## config.mk

```make
export PLATFORM = sky130hd
export DESIGN_NAME = pulse_qualifier
export DESIGN_NICKNAME = d
export VERILOG_FILES = /design/src/rtl/pulse_qualifier.sv
export SDC_FILE = /design/constraint.sdc
export NUM_CORES = 1
export LEC_CHECK = 0
export CELL_PAD_IN_SITES_DETAIL_PLACEMENT = 1
export CELL_PAD_IN_SITES_GLOBAL_PLACEMENT = 1
export CORE_MARGIN = 4
export CORE_UTILIZATION = 45
export CTS_BUF_LIST = sky130_fd_sc_hd__clkbuf_2 sky130_fd_sc_hd__clkbuf_4 sky130_fd_sc_hd__clkbuf_8
export CTS_CLUSTER_SIZE = 16
export DETAILED_ROUTE_END_ITERATION = 8
export PLACE_DENSITY_LB_ADDON = 0.1
export SLEW_MARGIN = 10
export SYNTH_ARGS = -nofsm -noshare
export SYNTH_HDL_FRONTEND = slang
export SYNTH_SLANG_ARGS = --single-unit
```

## constraint.sdc

```tcl
create_clock -name clk -period 2.2 [get_ports clk]
set_clock_uncertainty 0.2 [all_clocks]
set_input_delay 0.44 -clock clk [delete_from_list [all_inputs] [get_ports clk]]
set_output_delay 0.44 -clock clk [all_outputs]
set_load 0.02 [all_outputs]
```

## src/rtl/pulse_qualifier.sv

```systemverilog
// pulse_qualifier: per-channel high-pulse width measurement and window check.
// Each channel runs a DISARMED/IDLE/HIGH state machine and counts the cycles a
// line stays high. When the line falls, the channel fires a one-cycle strobe:
// `y` when the width is inside [min_width, max_width], otherwise `reject`.
// The channel also latches the measured width on `width_out`.
// Optional feature macro: PULSE_QUALIFIER_IRQ_EN adds sticky qualified-pulse
// flags (y_sticky), an interrupt (irq) and a clear input (irq_clr).
module pulse_qualifier #(
  parameter int CHANNELS = 4,
  parameter int CNT_W    = 8
) (
  input  logic                      clk,
  input  logic                      rst,
`ifdef PULSE_QUALIFIER_IRQ_EN
  input  logic                      irq_clr,
  output logic                      irq,
  output logic [CHANNELS-1:0]       y_sticky,
`endif
  input  logic [CHANNELS-1:0]       x,
  input  logic [CNT_W-1:0]          min_width,
  input  logic [CNT_W-1:0]          max_width,
  output logic [CHANNELS-1:0]       y,
  output logic [CHANNELS-1:0]       reject,
  output logic [CHANNELS*CNT_W-1:0] width_out
);

  typedef enum logic [1:0] {
    DISARMED = 2'd0,
    IDLE     = 2'd1,
    HIGH     = 2'd2
  } state_t;

  state_t           st  [CHANNELS];
  logic [CNT_W-1:0] cnt [CHANNELS];

  logic [CHANNELS-1:0] fall;
  logic [CHANNELS-1:0] qual;

  // Saturating increment: a width counter parks at all-ones, never wraps
  function automatic logic [CNT_W-1:0] sat_inc(input logic [CNT_W-1:0] v);
    return (v == {CNT_W{1'b1}}) ? v : v + 1'b1;
  endfunction

  // Unsigned window test; an inverted window (lo > hi) accepts nothing
  function automatic logic in_window(input logic [CNT_W-1:0] v,
                                     input logic [CNT_W-1:0] lo,
                                     input logic [CNT_W-1:0] hi);
    return (v >= lo) && (v <= hi);
  endfunction

  // End-of-pulse detection and qualification against the live window inputs
  always_comb begin
    fall = '0;
    qual = '0;
    for (int i = 0; i < CHANNELS; i++) begin
      fall[i] = (st[i] == HIGH) && !x[i];
      qual[i] = in_window(cnt[i], min_width, max_width);
    end
  end

  // Per-channel state machine, width counter and registered strobes/width
  always_ff @(posedge clk) begin
    if (rst) begin
      y         <= '0;
      reject    <= '0;
      width_out <= '0;
      for (int i = 0; i < CHANNELS; i++) begin
        st[i]  <= DISARMED;
        cnt[i] <= '0;
      end
    end else begin
      for (int i = 0; i < CHANNELS; i++) begin
        y[i]      <= fall[i] && qual[i];
        reject[i] <= fall[i] && !qual[i];
        case (st[i])
          DISARMED: begin
            // A line that is already high when reset is released is never measured
            if (!x[i]) st[i] <= IDLE;
          end
          IDLE: begin
            if (x[i]) begin
              cnt[i] <= CNT_W'(1);
              st[i]  <= HIGH;
            end
          end
          HIGH: begin
            if (x[i]) begin
              cnt[i] <= sat_inc(cnt[i]);
            end else begin
              width_out[i*CNT_W +: CNT_W] <= cnt[i];
              st[i]                       <= IDLE;
            end
          end
          default: st[i] <= DISARMED;
        endcase
      end
    end
  end

`ifdef PULSE_QUALIFIER_IRQ_EN
  // Sticky flags set together with y (set beats clear); irq is the OR one cycle later
  always_ff @(posedge clk) begin
    if (rst) begin
      y_sticky <= '0;
      irq      <= 1'b0;
    end else begin
      for (int i = 0; i < CHANNELS; i++) begin
        if (fall[i] && qual[i]) y_sticky[i] <= 1'b1;
        else if (irq_clr)       y_sticky[i] <= 1'b0;
      end
      irq <= |y_sticky;
    end
  end
`endif

endmodule

```

==> summary.md <==
| Metric | Value |
|---|---|
| Final Cell Area | `slightly above 6000 um2` |
| Max-slew violation count | `0` |
| Post-CTS Setup Bufs | `0` |
| Initial antenna violation count | `0` |
| Max transition margin | `between 70% and 80%` |
| Clk pin slew, worst setup/hold paths | `roughly 0.08 ns` |
| Detail Route Antenna Nets | `0` |
| Root Driver | `clkbuf_8` |
| Final Setup Violations | `0` |
| Final hold violations | `0` |
| Wire per inst | `approximately 18 um` |
| Hpwl dp | `between 10000 and 15000 um` |
| Vias/cell | `approximately 5.5` |
| Maxcap violations | `0` |
| Actual slew at the worst max-slew pin | `between 0.4 and 0.5 ns` |
| DP Area | `approximately 6000 um2` |
| Share of the synthesized area in the top cell type | `around a quarter` |
| Gate count of the mapped netlist | `around 500` |
| Fmax | `about 0.46 GHz` |
| Register-to-Register Path Depth | `6` |
| # port buffers | `just over 60` |
| Place WS | `-0.3715 ns` |
| Fin Hold WS | `approximately 0.26 ns` |
| Global-route wire length before repair | `approximately 22000 um` |
| Largest net degree at the start of global routing | `21` |
| Die area | `around 12000 um2` |
| Pwr Density | `570.0 nW/um2` |
| Net count, final | `693` |
| Critical-path maximum fanout | `4` |
| Startpoint types | `primary input` |
| Leading post-synthesis cells by cell area | `edfxtp_1 (25%), ha_1 (18%), dfxtp_1 (17%)` |
| Synth warn | `0` |
| Die width | `roughly 110 um` |
| FP Rows | `37` |
| Post-synth EDFFs | `40` |
| Commonest non-fill, non-tap cell in the layout | `ha_1` |
| Hold WC Path Type | `flip-flop to flip-flop` |
| Worst Hold Path Cells | `2` |
| Commonest cells after routing, fill and taps aside | `ha_1 (67), clkdlybuf4s50_1 (60), nor2_1 (58), nand2_1 (51), buf_4 (46)` |
| CP Class | `primary input to flip-flop` |
| Setup TNS | `0 ns` |
| # clock sinks | `80` |
| Ant diodes | `0` |
| Worst endpoint required time | `~2.3 ns` |
| Critical Path Sink Type | `flip-flop` |
| Layout cells sized above 1 | `12.83%` |
| GRT overflow | `0` |
| Yosys cell types | `between 40 and 50` |
| Vias | `between 4000 and 5000` |
| Status | `finished clean` |
| Async set or reset register ratio after synthesis | `0%` |
| CTS tree | `built` |
| Cts bufs inserted | `9` |
| Gr usage total | `21.92%` |
| Residual DRC | `0` |
| Final Wtd Congestion | `0.8500` |
| Final worst path period share | `98.49%` |
| Die height | `~110 um` |
| WL final | `between 10000 and 15000 um` |
| DRT iter0 DRCs | `around 150` |
| Layout area overhead | `27.65%` |
| Clk Latency, worst-skew pair | `between 0.3 and 0.4 ns` |
| Sequential share of the synthesized area | `a little over two fifths` |
| Final worst slack | `around 0.033 ns` |
| VDD IR-drop max | `0.0003137 V` |
| Post-Syn Nets | `between 500 and 600` |
| Dominant synthesized flop cell | `edfxtp_1` |
| Top Ports | `62` |
| Leakage | `~2.5 nW` |
| Filler Cells Inserted | `about 1200` |
| Synthesized cell area | `roughly 4800 um2` |
| Vias in the first global route | `between 4000 and 5000` |
| Tmin final | `between 2 and 2.5 ns` |
| Avg Cell Area, Syn | `approximately 9.7 um2` |
| Synth Register Bits | `80` |
| Initial Util | `a little under half` |
| Area leader, netlist | `edfxtp_1` |
| Total core area | `10370 um2` |
| H-tree depth | `3` |
| Arr. time, crit path | `around 2.2 ns` |
| Design Power | `between 3 and 4 mW` |
| CTS Buffer Depth | `2` |
| DRT Pass-1 Iters | `4` |
final timing paths:
path	start	endpoint	slack, ns
worst max-delay path	min_width[7]	y[2]$_SDFF_PP0_	0.03
worst min-delay path	width_out[0]$_SDFFE_PP0N_	width_out[0]$_SDFFE_PP0N_	0.26
worst max register to register	cnt[3][0]$_DFFE_PP_	reject[3]$_SDFF_PP0_	0.12
worst min register to register	width_out[0]$_SDFFE_PP0N_	width_out[0]$_SDFFE_PP0N_	0.26
kinds of logic after synthesis:
| family | after synthesis | synth area share (%) |
|---|---|---|
| compound gates | 85 | 11.40 |
| xor+xnor | 20 | 3.645 |
| fa+ha+maj | 68 | 17.70 |
| buf+inv | 36 | 2.968 |
| flops | 80 | 41.66 |
| mux | 17 | 3.567 |
| simple gates | 188 | 19.06 |
metal layers:
metal / track usage (%) / wire length [um]
met2: 40.61 / 7073
met4: 6.732 / 294
met1: 25.57 / 5746
met3: 4.076 / 469
met5: 0 / 0
synth_stat cells (all sizes together), types with 5 or more instances:
cell / n
mux2i: 16
clkbuf: 5
a21oi: 34
nand4: 14
a21o: 9
dfxtp: 40
ha: 68
nor3: 8
edfxtp: 40
nand2: 51
nor2b: 7
buf: 6
and3: 5
nor2: 60
o21ai: 10
xor2: 10
xnor2: 10
nand2b: 6
inv: 25
nand3: 16
layout make-up:
cell class	count	area (um2)	share of cell area (%)
repair buffers	109	998.5	16.28
well taps	136	170.2	2.774
flip-flops and latches	80	2002	32.63
multi-input cells	378	2690	43.85
inverters	25	93.84	1.530
clock inverters	1	5.005	0.08158
clock buffers	15	175.2	2.855
power by group:
group / leakage, nW / total [mW] / switching (mW) / internal (mW)
registers: 0.747 / 1.74 / 0.0881 / 1.65
logic: 1.65 / 0.725 / 0.384 / 0.341
clock network: 0.0988 / 1.03 / 0.530 / 0.504
stage by stage:
stage	std cells	utilization (%)
global placement	728	57.12
detailed placement	728	57.12
global route	744	59.16
floorplan	494	-
finish	744	59.16
CTS	744	58.86
worst max-delay path, cell delays in order:
cell and delay (ns):
clkdlybuf4s50_1 0.47, inv_2 0.07, ha_1 0.31, and3_1 0.19, a221oi_1 0.35, o31ai_1 0.16, and4b_1 0.22
flip-flops by register name, summed over array words and instances (netlist names):
register / count
cnt: 32
reject: 4
st: 8
width_out: 32
y: 4
repair_timing:
action / CTS / global route
resized for setup: 0 / 10
setup endpoints to repair: 0 / 7
hold buffers: 0 / 0
hold endpoints to repair: 0 / 0
Note: power is estimated with default switching activity, not from simulation.
